File: src/rtl/video_out_pkg.sv
// video_out_pkg: shared types and constants for the video_out display path.
//   fetch_state_t    - states of the Wishbone word-fetch FSM
//   CTR_ENABLE_BIT   - bit of the control register that enables the path
//   WB_SEL_ALL       - byte select for full 32-bit reads
//   words_per_frame  - packed words in one frame (4 pixels per word)
//   WORDS_PER_FRAME  - words_per_frame() at the default 640x480 geometry
package video_out_pkg;

   typedef enum logic [1:0] {
      IDLE = 2'd0,
      REQ  = 2'd1,
      DONE = 2'd2
   } fetch_state_t;

   localparam int         CTR_ENABLE_BIT = 0;
   localparam logic [3:0] WB_SEL_ALL     = 4'hF;

   function automatic int words_per_frame(input int h_active, input int v_active);
      return (h_active * v_active) / 4;
   endfunction

   localparam int WORDS_PER_FRAME = words_per_frame(640, 480);

endpackage

File: src/rtl/video_out_fifo.sv
// video_out_fifo: synchronous word FIFO with first-word-fall-through read.
//   clk_i, reset_i  - clock and asynchronous active-high reset
//   push_i/data_i   - write a word (ignored when full)
//   pop_i           - advance past the head word (ignored when empty)
//   flush_i         - empty the FIFO; wins over a same-cycle push/pop
//   rd_data_o       - head word, valid whenever empty_o is low
//   count_o         - words held; empty_o / full_o status flags
module video_out_fifo
   import video_out_pkg::*;
#(
   parameter int DEPTH = 16,
   parameter int WIDTH = 32
) (
   input  logic                     clk_i,
   input  logic                     reset_i,
   input  logic                     push_i,
   input  logic [WIDTH-1:0]         data_i,
   input  logic                     pop_i,
   input  logic                     flush_i,
   output logic [WIDTH-1:0]         rd_data_o,
   output logic [$clog2(DEPTH):0]   count_o,
   output logic                     empty_o,
   output logic                     full_o
);

   localparam int AW = $clog2(DEPTH);

   logic [WIDTH-1:0] mem_q [DEPTH];
   logic [AW-1:0]    wr_ptr_q;
   logic [AW-1:0]    rd_ptr_q;
   logic [AW:0]      count_q;
   logic             do_push;
   logic             do_pop;

   assign empty_o   = (count_q == '0);
   assign full_o    = (count_q == (AW+1)'(DEPTH));
   assign count_o   = count_q;
   assign rd_data_o = mem_q[rd_ptr_q];
   assign do_push   = push_i && !full_o;
   assign do_pop    = pop_i && !empty_o;

   always_ff @(posedge clk_i or posedge reset_i) begin
      if (reset_i) begin
         wr_ptr_q <= '0;
         rd_ptr_q <= '0;
         count_q  <= '0;
      end else if (flush_i) begin
         wr_ptr_q <= '0;
         rd_ptr_q <= '0;
         count_q  <= '0;
      end else begin
         if (do_push) wr_ptr_q <= wr_ptr_q + 1'b1;
         if (do_pop)  rd_ptr_q <= rd_ptr_q + 1'b1;
         unique case ({do_push, do_pop})
            2'b10:   count_q <= count_q + 1'b1;
            2'b01:   count_q <= count_q - 1'b1;
            default: count_q <= count_q;
         endcase
      end
   end

   // Storage needs no reset: pointers and count define what is valid.
   always_ff @(posedge clk_i) begin
      if (do_push && !flush_i) mem_q[wr_ptr_q] <= data_i;
   end

endmodule

File: src/rtl/video_out.sv
// video_out: reads a packed 8-bit-per-pixel frame over Wishbone, buffers the
// words and replays them as a line_valid / frame_valid / pixel stream.
//   clk, reset         - system clock, asynchronous active-high reset
//   wb_reg_data        - frame base byte address (latched at frame start)
//   wb_reg_ctr         - control, bit 0 enables the path
//   interrupt          - one-clk pulse at the end of each displayed frame
//   underflow          - sticky starvation flag, cleared at frame start
//   line_valid, frame_valid, pixel_out - registered video outputs
//   p_wb_*             - Wishbone read master (single outstanding access)
//
// Fetch FSM
//   state | meaning
//   IDLE  | waiting for FIFO room / enable / first frame start
//   REQ   | bus read outstanding, STB/CYC held until ACK or ERR
//   DONE  | every word of the frame fetched, wait for frame start
module video_out
   import video_out_pkg::*;
#(
   parameter int H_ACTIVE   = 640,
   parameter int H_BLANK    = 160,
   parameter int V_ACTIVE   = 480,
   parameter int V_BLANK    = 45,
   parameter int CLK_DIV    = 4,
   parameter int FIFO_DEPTH = 16
) (
   input  logic        clk,
   input  logic        reset,
   input  logic [31:0] wb_reg_data,
   input  logic [31:0] wb_reg_ctr,
   output logic        interrupt,
   output logic        underflow,
   output logic        line_valid,
   output logic        frame_valid,
   output logic [7:0]  pixel_out,
   output logic        p_wb_STB_O,
   output logic        p_wb_CYC_O,
   output logic        p_wb_LOCK_O,
   output logic        p_wb_WE_O,
   output logic [3:0]  p_wb_SEL_O,
   output logic [31:0] p_wb_ADR_O,
   input  logic        p_wb_ACK_I,
   input  logic [31:0] p_wb_DAT_I,
   input  logic        p_wb_ERR_I
);

   localparam int H_TOTAL = H_ACTIVE + H_BLANK;
   localparam int V_TOTAL = V_ACTIVE + V_BLANK;
   localparam int WORDS   = words_per_frame(H_ACTIVE, V_ACTIVE);
   localparam int HW      = $clog2(H_TOTAL + 1);
   localparam int VW      = $clog2(V_TOTAL + 1);
   localparam int DW      = $clog2(CLK_DIV + 1);
   localparam int WCW     = $clog2(WORDS + 1);
   localparam int FCW     = $clog2(FIFO_DEPTH) + 1;

   fetch_state_t   state_q, state_d;
   logic           en_q, first_q;
   logic [DW-1:0]  div_q;
   logic [HW-1:0]  h_q;
   logic [VW-1:0]  v_q;
   logic [31:0]    base_q;
   logic [WCW-1:0] wcnt_q;
   logic [WCW-1:0] drop_q, drop_d;
   logic           group_bad_q, underflow_q, interrupt_q;
   logic           line_valid_q, frame_valid_q;
   logic [7:0]     pixel_q;

   logic           enable, en_rise, tick, frame_start;
   logic           active, group_start, starve, bad_group, pop;
   logic [1:0]     byte_sel;
   logic           bus_done, discard, push, flush;
   logic [31:0]    bus_word, fifo_rd_data;
   logic [FCW-1:0] fifo_count;
   logic           fifo_empty, fifo_full_unused;
   logic           ctr_unused;

   assign ctr_unused  = ^wb_reg_ctr[31:1];
   assign enable      = wb_reg_ctr[CTR_ENABLE_BIT];
   // Timing waits one clk after enable rises so the reload to vblank lands first.
   assign en_rise     = enable && !en_q;
   assign tick        = enable && en_q && (div_q == DW'(CLK_DIV - 1));
   assign frame_start = tick && (h_q == '0) && (v_q == VW'(V_ACTIVE));
   assign active      = (v_q < VW'(V_ACTIVE)) && (h_q < HW'(H_ACTIVE));
   assign byte_sel    = h_q[1:0];
   assign group_start = tick && active && (byte_sel == 2'd0);
   assign starve      = group_start && fifo_empty;
   assign bad_group   = (byte_sel == 2'd0) ? fifo_empty : group_bad_q;
   assign pop         = tick && active && (byte_sel == 2'd3) && !group_bad_q;

   assign bus_done    = (state_q == REQ) && (p_wb_ACK_I || p_wb_ERR_I);
   assign bus_word    = p_wb_ERR_I ? 32'h0 : p_wb_DAT_I;
   // A word landing in the same cycle as a starved group belongs to that group
   // and is too late, so it is dropped just like one owed by drop_q.
   assign discard     = bus_done && ((drop_q != '0) || starve);
   assign push        = bus_done && !discard;
   assign flush       = frame_start || !enable;

   video_out_fifo #(
      .DEPTH (FIFO_DEPTH),
      .WIDTH (32)
   ) u_fifo (
      .clk_i     (clk),
      .reset_i   (reset),
      .push_i    (push),
      .data_i    (bus_word),
      .pop_i     (pop),
      .flush_i   (flush),
      .rd_data_o (fifo_rd_data),
      .count_o   (fifo_count),
      .empty_o   (fifo_empty),
      .full_o    (fifo_full_unused)
   );

   always_ff @(posedge clk or posedge reset) begin
      if (reset) begin
         en_q    <= 1'b0;
         first_q <= 1'b1;
         div_q   <= '0;
         h_q     <= '0;
         v_q     <= '0;
      end else begin
         en_q <= enable;
         if (!enable || en_rise) begin
            div_q   <= '0;
            h_q     <= '0;
            v_q     <= enable ? VW'(V_ACTIVE) : '0;
            first_q <= 1'b1;
         end else begin
            if (frame_start) first_q <= 1'b0;
            if (tick) begin
               div_q <= '0;
               if (h_q == HW'(H_TOTAL - 1)) begin
                  h_q <= '0;
                  v_q <= (v_q == VW'(V_TOTAL - 1)) ? '0 : v_q + 1'b1;
               end else begin
                  h_q <= h_q + 1'b1;
               end
            end else begin
               div_q <= div_q + 1'b1;
            end
         end
      end
   end

   always_comb begin
      drop_d = drop_q;
      if (flush) begin
         drop_d = '0;
      end else if (starve && !bus_done) begin
         drop_d = drop_q + 1'b1;
      end else if (!starve && bus_done && (drop_q != '0)) begin
         drop_d = drop_q - 1'b1;
      end
   end

   always_ff @(posedge clk or posedge reset) begin
      if (reset) begin
         base_q      <= '0;
         wcnt_q      <= '0;
         drop_q      <= '0;
         underflow_q <= 1'b0;
         group_bad_q <= 1'b0;
      end else begin
         drop_q <= drop_d;
         if (frame_start) begin
            base_q      <= wb_reg_data;
            wcnt_q      <= '0;
            underflow_q <= 1'b0;
         end else begin
            if (bus_done) wcnt_q <= wcnt_q + 1'b1;
            if (starve)   underflow_q <= 1'b1;
         end
         if (!enable)          group_bad_q <= 1'b0;
         else if (group_start) group_bad_q <= fifo_empty;
      end
   end

   always_ff @(posedge clk or posedge reset) begin
      if (reset) begin
         interrupt_q   <= 1'b0;
         line_valid_q  <= 1'b0;
         frame_valid_q <= 1'b0;
         pixel_q       <= '0;
      end else if (!enable) begin
         interrupt_q   <= 1'b0;
         line_valid_q  <= 1'b0;
         frame_valid_q <= 1'b0;
         pixel_q       <= '0;
      end else begin
         interrupt_q <= frame_start && !first_q;
         if (tick) begin
            frame_valid_q <= (v_q < VW'(V_ACTIVE));
            line_valid_q  <= active;
            pixel_q       <= (active && !bad_group) ? fifo_rd_data[{byte_sel, 3'b000} +: 8] : 8'h00;
         end
      end
   end

   always_comb begin
      state_d = state_q;
      unique case (state_q)
         IDLE: begin
            // Words counted before a same-cycle frame start belong to the old frame.
            if (!frame_start && (wcnt_q == WCW'(WORDS))) begin
               state_d = DONE;
            end else if (enable && !first_q && (fifo_count < FCW'(FIFO_DEPTH))) begin
               state_d = REQ;
            end
         end
         REQ:     if (bus_done) state_d = IDLE;
         DONE:    if (frame_start) state_d = IDLE;
         default: state_d = IDLE;
      endcase
   end

   always_ff @(posedge clk or posedge reset) begin
      if (reset) state_q <= IDLE;
      else       state_q <= state_d;
   end

   assign interrupt   = interrupt_q;
   assign underflow   = underflow_q;
   assign line_valid  = line_valid_q;
   assign frame_valid = frame_valid_q;
   assign pixel_out   = pixel_q;
   assign p_wb_STB_O  = (state_q == REQ);
   assign p_wb_CYC_O  = (state_q == REQ);
   assign p_wb_LOCK_O = 1'b0;
   assign p_wb_WE_O   = 1'b0;
   assign p_wb_SEL_O  = WB_SEL_ALL;
   assign p_wb_ADR_O  = base_q + 32'({wcnt_q, 2'b00});

endmodule

File: config.mk
export PLATFORM = sky130hd
export DESIGN_NAME = video_out
export DESIGN_NICKNAME = d
export VERILOG_FILES = /design/src/rtl/video_out_pkg.sv /design/src/rtl/video_out_fifo.sv /design/src/rtl/video_out.sv
export SDC_FILE = /design/constraint.sdc
export NUM_CORES = 1
export LEC_CHECK = 0
export CAP_MARGIN = 20
export CORE_MARGIN = 8
export CORE_UTILIZATION = 60
export CTS_BUF_LIST = sky130_fd_sc_hd__clkbuf_2 sky130_fd_sc_hd__clkbuf_4 sky130_fd_sc_hd__clkbuf_8
export DETAILED_ROUTE_END_ITERATION = 10
export PLACE_DENSITY_LB_ADDON = 0.2
export SLEW_MARGIN = 30
export SYNTH_ARGS = -nofsm -noshare
export SYNTH_HDL_FRONTEND = slang
export SYNTH_SLANG_ARGS = --single-unit
File: constraint.sdc
create_clock -name clk -period 5.74 [get_ports clk]
set_clock_uncertainty 0.05 [all_clocks]
set_input_delay 1.148 -clock clk [delete_from_list [all_inputs] [get_ports clk]]
set_output_delay 1.148 -clock clk [all_outputs]
set_load 0.1 [all_outputs]
==> results.sh, run 1 <==
export IMPL_p_leak_uw=0.0106
export IMPL_drt_pass1_iter_count=5
export IMPL_relSlewSlack_pct=32.2
export IMPL_setup_viol=0
export IMPL_seq_power_share_pct=55.5
export IMPL_arrival_ns=3.79
export IMPL_crit_required_ns=4.54
export IMPL_grt_max_degree=54
export IMPL_pwr_share_comb_pct=2.3
export IMPL_period_share_pct=86.9
export IMPL_ys_top_cells_by_count="edfxtp_1, nand2_1, mux4_2"
export IMPL_viasPerCell=6.06
export IMPL_synth_cell_types=75
export IMPL_clock_sinks=631
export IMPL_ff_latch_area_um2=18400
export IMPL_period_needed_ns=4.99
export IMPL_cpPeakStageDelay_ns=1.17
export IMPL_clkLatencyLatePin_ns=0.67
export IMPL_ioPinCount=152
export IMPL_die_h_um=229
export IMPL_critPathMaxFanout=6
export IMPL_cts_tree="built"
export IMPL_tightestPinTransition_ns=1.01
export IMPL_antenna_found_initial=1
export IMPL_syn_area_um2=27100
export IMPL_nNetsFinal=2008
export IMPL_vias=15400
export IMPL_grt_pass1_wl_mm=93.1
export IMPL_rows=78
export IMPL_clkPwrFrac_pct=42.2
export IMPL_grt_overflow=0
export IMPL_synth_area_leaders="edfxtp_1, mux4_2, dfrtp_1"
export IMPL_cts_made_buffers=98
export IMPL_gp_congestion=0.830
export IMPL_routedWlPerCell_um=23.7
export IMPL_ant_nets=0
export IMPL_clk_path_buf_depth=3
export IMPL_p_int_uw=7110
export IMPL_synth_top_area_cell="edfxtp_1"
export IMPL_start_util_pct=60.3
export IMPL_synth_top_area_share_pct=56.7
export IMPL_drt_wl_total_mm=60.1
export IMPL_portBuffers=114
export IMPL_grt_pass1_vias=15800
export IMPL_drv_cap=0
export IMPL_vdd_drop_max_mv=0.195
export IMPL_multi_input_area_um2=8390
export IMPL_drt_iter0_drc=1386
export IMPL_yosysWarnings=0
export IMPL_final_hold_viol_count=0
export IMPL_slowest_stage="clkdlybuf4s50_1"
export IMPL_final_layout_size_suffix_gt1_share_pct=22.2
export IMPL_start_kind="register"
export IMPL_synthArstFlopShare_pct=18.9
export IMPL_nFillCells=2985
export IMPL_crit_type="reg2out"
export IMPL_netlist_instances=1673
export IMPL_post_synth_top_count_cell="edfxtp_1"
export IMPL_drv_slew=0
export IMPL_endpoint_kind="output pin"
export IMPL_synth_seq_cells=631
export IMPL_hold_class="reg2reg"
export IMPL_cp_cell_sequence="ha_1 -> inv_1 -> fa_1 -> nand2b_1 -> a21oi_1 -> o21a_1 -> nor2_1 -> xnor2_1 -> clkdlybuf4s50_1"
export IMPL_dp_hpwl_mm=36.3
export IMPL_p_switching_uw=1830
export IMPL_p_per_area_nw_per_um2=288
export IMPL_cts_resized=0
export IMPL_die_w_um=229
export IMPL_syn_area_per_cell_um2=16.2
export IMPL_grt_total_usage_pct=23.2
export IMPL_power_uw=8940
export IMPL_yosysSeqAreaShare_pct=67.7
export IMPL_ys_flop_type="edfxtp_1"
export IMPL_core_um2=45000
export IMPL_synth_edf_count=512
export IMPL_totalNegativeSetupSlack_ns=0
export IMPL_drc_errors=0
export IMPL_area_delta_synth_final_pct=14.5
export IMPL_post_cts_setup_buffer_count=0
export IMPL_fmax_ghz=0.200
export IMPL_switching_share_pct=20.5
export IMPL_holdBufCountCts=0
export IMPL_h_tree_depth=3
export IMPL_rsz0062_at_grt="false"
export IMPL_clk_pin_slew_ns=0.06
export IMPL_diodes=0
export IMPL_status="finished clean"
export IMPL_root_buffer="clkbuf_8"
export IMPL_dieArea_um2=52300
## metal layers
metal / routed length, um / GRT usage, % / vias to the layer above
met4: 2030 / 9.54 / 0
li1: - / - / 6844
met5: 0 / 0 / -
met1: 24600 / 31.1 / 7796
met2: 28800 / 36.8 / 630
met3: 4660 / 4.98 / 126
## logic make-up (layout without fill, tap and decap cells)
logic type                 after synthesis  count (layout)  share of synthesized area [%]
muxes                                  179             179                           13.1
other                                    2               6                         0.0277
adders and majority gates               51              51                           2.44
buffers and inverters                  102             366                           1.68
AOI/OAI and AO/OA                      170             170                           4.27
DFF                                    631             631                           67.7
xor gates and xnor gates                71              71                           2.32
and+or+nand+nor                        467             467                           8.47
## cell type report
class | count | share of cell area, %
Clock buffer | 147 | 5.77
Clock inverter | 37 | 0.685
Inverter | 25 | 0.310
Multi-Input combinational cell | 944 | 27.0
Sequential cell | 631 | 59.1
Tap cell | 600 | 2.42
Timing Repair Buffer | 157 | 4.70
## stage by stage
step | hold slack, ns | instances | worst slack, ns | utilization (%) | cell area, um^2
6_report | 0.383 | 2541 | 0.752 | 69.0 | 31100
5_1_grt | 0.393 | 2541 | 0.564 | 69.0 | 31100
4_1_cts | 0.389 | 2540 | 0.696 | 68.9 | 31000
3_5_place_dp | 0.382 | 2356 | 0.678 | 64.5 | 29000
3_3_place_gp | 0.372 | 2356 | 0.674 | 64.5 | 29000
2_1_floorplan | 0.360 | 1677 | 0.750 | - | 27100
## flip-flops by register name, summed over array words and instances, names as in the netlist
signal	cells
u_fifo.wr_ptr_q	4
div_q	3
base_q	32
u_fifo.rd_ptr_q	4
v_q	10
first_q	1
u_fifo.mem_q	512
interrupt	1
h_q	10
state_q	2
group_bad_q	1
drop_q	17
en_q	1
underflow	1
pixel_out	8
frame_valid	1
line_valid	1
u_fifo.count_o	5
wcnt_q	17
## layout by cell type, fill, tap and decap left out, types with 9 or more instances in the layout
master and count:
edfxtp_1 512, nand2_1 181, mux4_2 141, dfrtp_1 114, clkbuf_8 110, clkdlybuf4s50_1 93
nor2_1 91, buf_4 59, ha_1 48, nand3_1 44, xor2_1 38, mux2i_1 38
clkbuf_4 37, a21oi_1 34, o21ai_0 33, xnor2_1 32, nor2b_1 28, inv_1 24
clkinv_1 20, a211oi_1 19, nand4_1 16, nor2b_2 16, and2_2 16, a21o_1 14
clkinv_2 14, o22ai_1 11, nor4_1 10, and3_1 10, nand2b_1 9
## critical path, delay by kind of cell, from the launching register on
kind | cells | cell delay, ns
buffers and inverters | 2 | 1.22
adders and majority gates | 2 | 0.60
DFF | 1 | 0.46
AOI/OAI and AO/OA | 2 | 0.39
and+or+nand+nor | 2 | 0.25
xor gates and xnor gates | 1 | 0.20
## power by group through the flow
stage	sequential, uW	combinational (uW)	clock [uW]
6_report	4970	205	3770
5_1_grt	4970	224	4030
4_1_cts	4970	204	3830
3_5_place_dp	5060	203	0
3_3_place_gp	5060	197	0
2_1_floorplan	5070	104	0
## path summary, 6_finish.rpt
| path | startpoint | endpoint | slack, ns | depth (start not counted) |
|---|---|---|---|---|
| max | wcnt_q[0]$_DFFE_PP0P_ | p_wb_ADR_O[8] | 0.75 | 9 |
| min | div_q[0]$_DFF_PP0_ | div_q[0]$_DFF_PP0_ | 0.38 | 1 |
| max reg2reg | h_q[0]$_DFFE_PP0P_ | drop_q[16]$_DFFE_PP0P_ | 1.67 | 14 |
| min reg2reg | div_q[0]$_DFF_PP0_ | div_q[0]$_DFF_PP0_ | 0.38 | 1 |
| max in group asynchronous | reset | base_q[8]$_DFFE_PP0P_ | 3.80 | 3 |
| min in group asynchronous | reset | drop_q[12]$_DFFE_PP0P_ | 0.83 | 2 |
Note: power is estimated with default switching activity, not from simulation.
==> run 2, diff against run 1 <==
--- a/config.mk
+++ b/config.mk
@@ -5,10 +5,12 @@
 export SDC_FILE = /design/constraint.sdc
 export NUM_CORES = 1
 export LEC_CHECK = 0
+export ABC_AREA = 1
 export CAP_MARGIN = 20
 export CORE_MARGIN = 8
 export CORE_UTILIZATION = 60
 export CTS_BUF_LIST = sky130_fd_sc_hd__clkbuf_2 sky130_fd_sc_hd__clkbuf_4 sky130_fd_sc_hd__clkbuf_8
+export CTS_CLUSTER_SIZE = 40
 export DETAILED_ROUTE_END_ITERATION = 10
 export PLACE_DENSITY_LB_ADDON = 0.2
 export SLEW_MARGIN = 30
==> results.sh, run 2 <==
export IMPL_vias=21400
export IMPL_gp_congestion=0.887
export IMPL_synth_cell_types=50
export IMPL_vdd_drop_max_mv=0.201
export IMPL_final_hold_viol_count=0
export IMPL_largest_register="u_fifo.mem_q"
export IMPL_tightestPinTransition_ns=1.01
export IMPL_clk_path_buf_depth=3
export IMPL_start_kind="register"
export IMPL_clkLatencyLatePin_ns=0.71
export IMPL_setup_worst_path_end="p_wb_ADR_O[10]"
export IMPL_arrival_ns=4.03
export IMPL_drt_iter0_drc=2203
export IMPL_cts_resized=0
export IMPL_ys_flop_type="edfxtp_1"
export IMPL_cp_startpoint="wcnt_q[0]$_DFFE_PP0P_"
export IMPL_grt_pass1_vias=20500
export IMPL_synth_edf_count=512
export IMPL_crit_required_ns=4.54
export IMPL_viasPerCell=5.92
export IMPL_grt_total_usage_pct=26.7
export IMPL_yosysWarnings=0
export IMPL_portBuffers=114
export IMPL_h_tree_depth=3
export IMPL_cts_made_buffers=100
export IMPL_routedWlPerCell_um=20.4
export IMPL_fmax_ghz=0.191
export IMPL_dr_wl_met3_mm=6.94
export IMPL_reg_largest_list="u_fifo.mem_q (512), base_q (32)"
export IMPL_netlist_instances=2781
export IMPL_dieArea_um2=54800
export IMPL_relSlewSlack_pct=32.9
export IMPL_crit_family="buffers and inverters"
export IMPL_holdBufCountCts=0
export IMPL_cp_buffers_inverters=3
export IMPL_top_layer="met5"
export IMPL_die_h_um=234
export IMPL_start_util_pct=60.3
export IMPL_cp_cell_sequence="ha_1 -> inv_1 -> fa_1 -> inv_1 -> nand3_1 -> nand2_1 -> a21boi_0 -> o21ai_0 -> xor2_1 -> clkdlybuf4s50_1"
export IMPL_slowest_stage="clkdlybuf4s50_1"
export IMPL_synth_top_area_cell="edfxtp_1"
export IMPL_final_cell_mix="nand2_1, edfxtp_1, nor2_1, inv_1, nand3_1"
export IMPL_wl_met1_mm=30.1
export IMPL_nNetsFinal=3065
export IMPL_largest_reg_flops=512
export IMPL_final_layout_size_suffix_gt1_share_pct=9.54
export IMPL_reg2reg_from="h_q[1]$_DFFE_PP0P_"
export IMPL_crit_top_cell="inv_1"
export IMPL_drt_wl_total_mm=73.4
export IMPL_p_per_area_nw_per_um2=305
export IMPL_drt_pass1_iter_count=6
export IMPL_grt_overflow=0
export IMPL_period_share_pct=91.0
export IMPL_die_w_um=234
export IMPL_rows=80
export IMPL_clk_pin_slew_ns=0.06
export IMPL_post_synth_top_count_cell="nand2_1"
export IMPL_post_cts_setup_buffer_count=0
export IMPL_syn_area_um2=28600
export IMPL_p_leak_uw=0.0131
export IMPL_rsz0062_at_grt="false"
export IMPL_syn_area_per_cell_um2=10.3
export IMPL_root_buffer="clkbuf_8"
export IMPL_hold_class="reg2reg"
export IMPL_cts_tree="built"
export IMPL_antenna_found_initial=2
export IMPL_synth_seq_cells=631
export IMPL_grt_pass1_wl_mm=113
export IMPL_ioPinCount=152
export IMPL_area_delta_synth_final_pct=13.5
export IMPL_crit_type="reg2out"
export IMPL_fin_cells=3605
export IMPL_ant_nets=0
export IMPL_drv_cap=0
export IMPL_synthArstFlopShare_pct=18.9
export IMPL_ys_top_cells_by_count="nand2_1, edfxtp_1, nor2_1"
export IMPL_timing_rr_end="u_fifo.mem_q[15][18]$_DFFE_PP_"
export IMPL_endpoint_kind="output pin"
export IMPL_critPathMaxFanout=4
export IMPL_period_needed_ns=5.22
export IMPL_synth_top_area_share_pct=53.8
export IMPL_drc_errors=0
export IMPL_drv_slew=0
export IMPL_core_um2=47300
export IMPL_worst_path_stages=10
export IMPL_yosysSeqAreaShare_pct=64.3
export IMPL_status="finished clean"
export IMPL_totalNegativeSetupSlack_ns=0
export IMPL_setup_viol=0
export IMPL_cpPeakStageDelay_ns=1.16
export IMPL_synth_area_leaders="edfxtp_1, dfrtp_1, nand2_1"
export IMPL_dp_cells=3427
export IMPL_dp_hpwl_mm=43.5
export IMPL_wl_met2_mm=34.1
export IMPL_layout_commonest_cell="nand2_1"
export IMPL_grt_max_degree=203
export IMPL_clock_sinks=631
export IMPL_reg2reg_depth=11
export IMPL_reg2reg_slack_ns=1.64
export IMPL_nFillCells=3540
==> run 2: cell types whose count changed in the layout (fill, tap and decap cells not counted), moves of 21 or more <==
cell,change
o211ai_1,+23
nor3_1,+41
o22ai_1,+31
a21boi_0,+21
a21oi_1,+136
inv_1,+152
mux4_2,-141
nor2b_1,-28
nand2_1,+558
o21ai_0,+132
xnor2_1,-26
nand3_1,+129
nor2_1,+136
mux2i_1,-38
==> run 2: logic make-up (layout without fill, tap and decap cells) <==
logic type | Yosys count | in the layout | share of synthesized area (%)
and+or+nand+nor | 1282 | 1282 | 18.8
buffers and inverters | 317 | 519 | 4.48
AOI/OAI and AO/OA | 455 | 455 | 8.82
other | 2 | 9 | 0.0263
DFF | 631 | 631 | 64.3
adders and majority gates | 51 | 51 | 2.31
xor gates and xnor gates | 43 | 43 | 1.32
==> run 2: metrics by stage <==
stage / util, % / hold WS (ns) / total power (uW) / cell area (um^2) / setup WS (ns)
floorplan: - / 0.360 / 5920 / 28600 / 1.20
global placement: 64.2 / 0.372 / 6190 / 30400 / 1.24
detailed placement: 64.2 / 0.386 / 6220 / 30400 / 1.21
CTS: 68.4 / 0.393 / 9940 / 32400 / 0.437
global route: 68.4 / 0.406 / 10200 / 32400 / 0.306
finish: 68.4 / 0.387 / 9890 / 32400 / 0.516
==> run 2: layout make-up <==
type / instances / area (um^2) / share of cell area (%)
sequential: 631 / 18400 / 56.7
multi-input combinational: 1837 / 9090 / 28.0
clock buffer: 154 / 1840 / 5.67
timing repair buffer: 155 / 1490 / 4.59
tap: 615 / 769 / 2.37
inverter: 189 / 728 / 2.25
clock inverter: 21 / 129 / 0.398
antenna: 3 / 7.51 / 0.0232
==> run 2: how the worst min path moves through the flow <==
stage                       start            endpoint  slack [ns]  cells after the start
2_1_floorplan  div_q[0]$_DFF_PP0_  div_q[0]$_DFF_PP0_        0.36                      1
3_3_place_gp   div_q[0]$_DFF_PP0_  div_q[0]$_DFF_PP0_        0.37                      1
3_5_place_dp   div_q[0]$_DFF_PP0_  div_q[0]$_DFF_PP0_        0.39                      1
4_1_cts        div_q[0]$_DFF_PP0_  div_q[0]$_DFF_PP0_        0.39                      1
6_report       div_q[0]$_DFF_PP0_  div_q[0]$_DFF_PP0_        0.39                      1
5_1_grt        div_q[0]$_DFF_PP0_  div_q[0]$_DFF_PP0_        0.41                      1
==> run 2: worst reg2reg max path, delay by kind of cell, from the launching register on <==
family | cells | cell delay [ns]
DFF | 1 | 0.32
and+or+nand+nor | 5 | 1.57
adders and majority gates | 1 | 0.49
buffers and inverters | 5 | 1.37
==> run 2: layer usage <==
| layer | vias to the layer above | global-route usage (%) |
|---|---|---|
| li1 | 9828 | - |
| met1 | 10300 | 36.7 |
| met2 | 1082 | 42.4 |
| met3 | 175 | 5.38 |
| met4 | 4 | 9.48 |
| met5 | - | 0 |
==> run 2: power by group <==
group | switching [uW] | total [uW] | internal, uW
registers | 51.7 | 5060 | 5000
clock network | 1730 | 3760 | 2030
logic | 781 | 1080 | 295
total | 2560 | 9890 | 7330
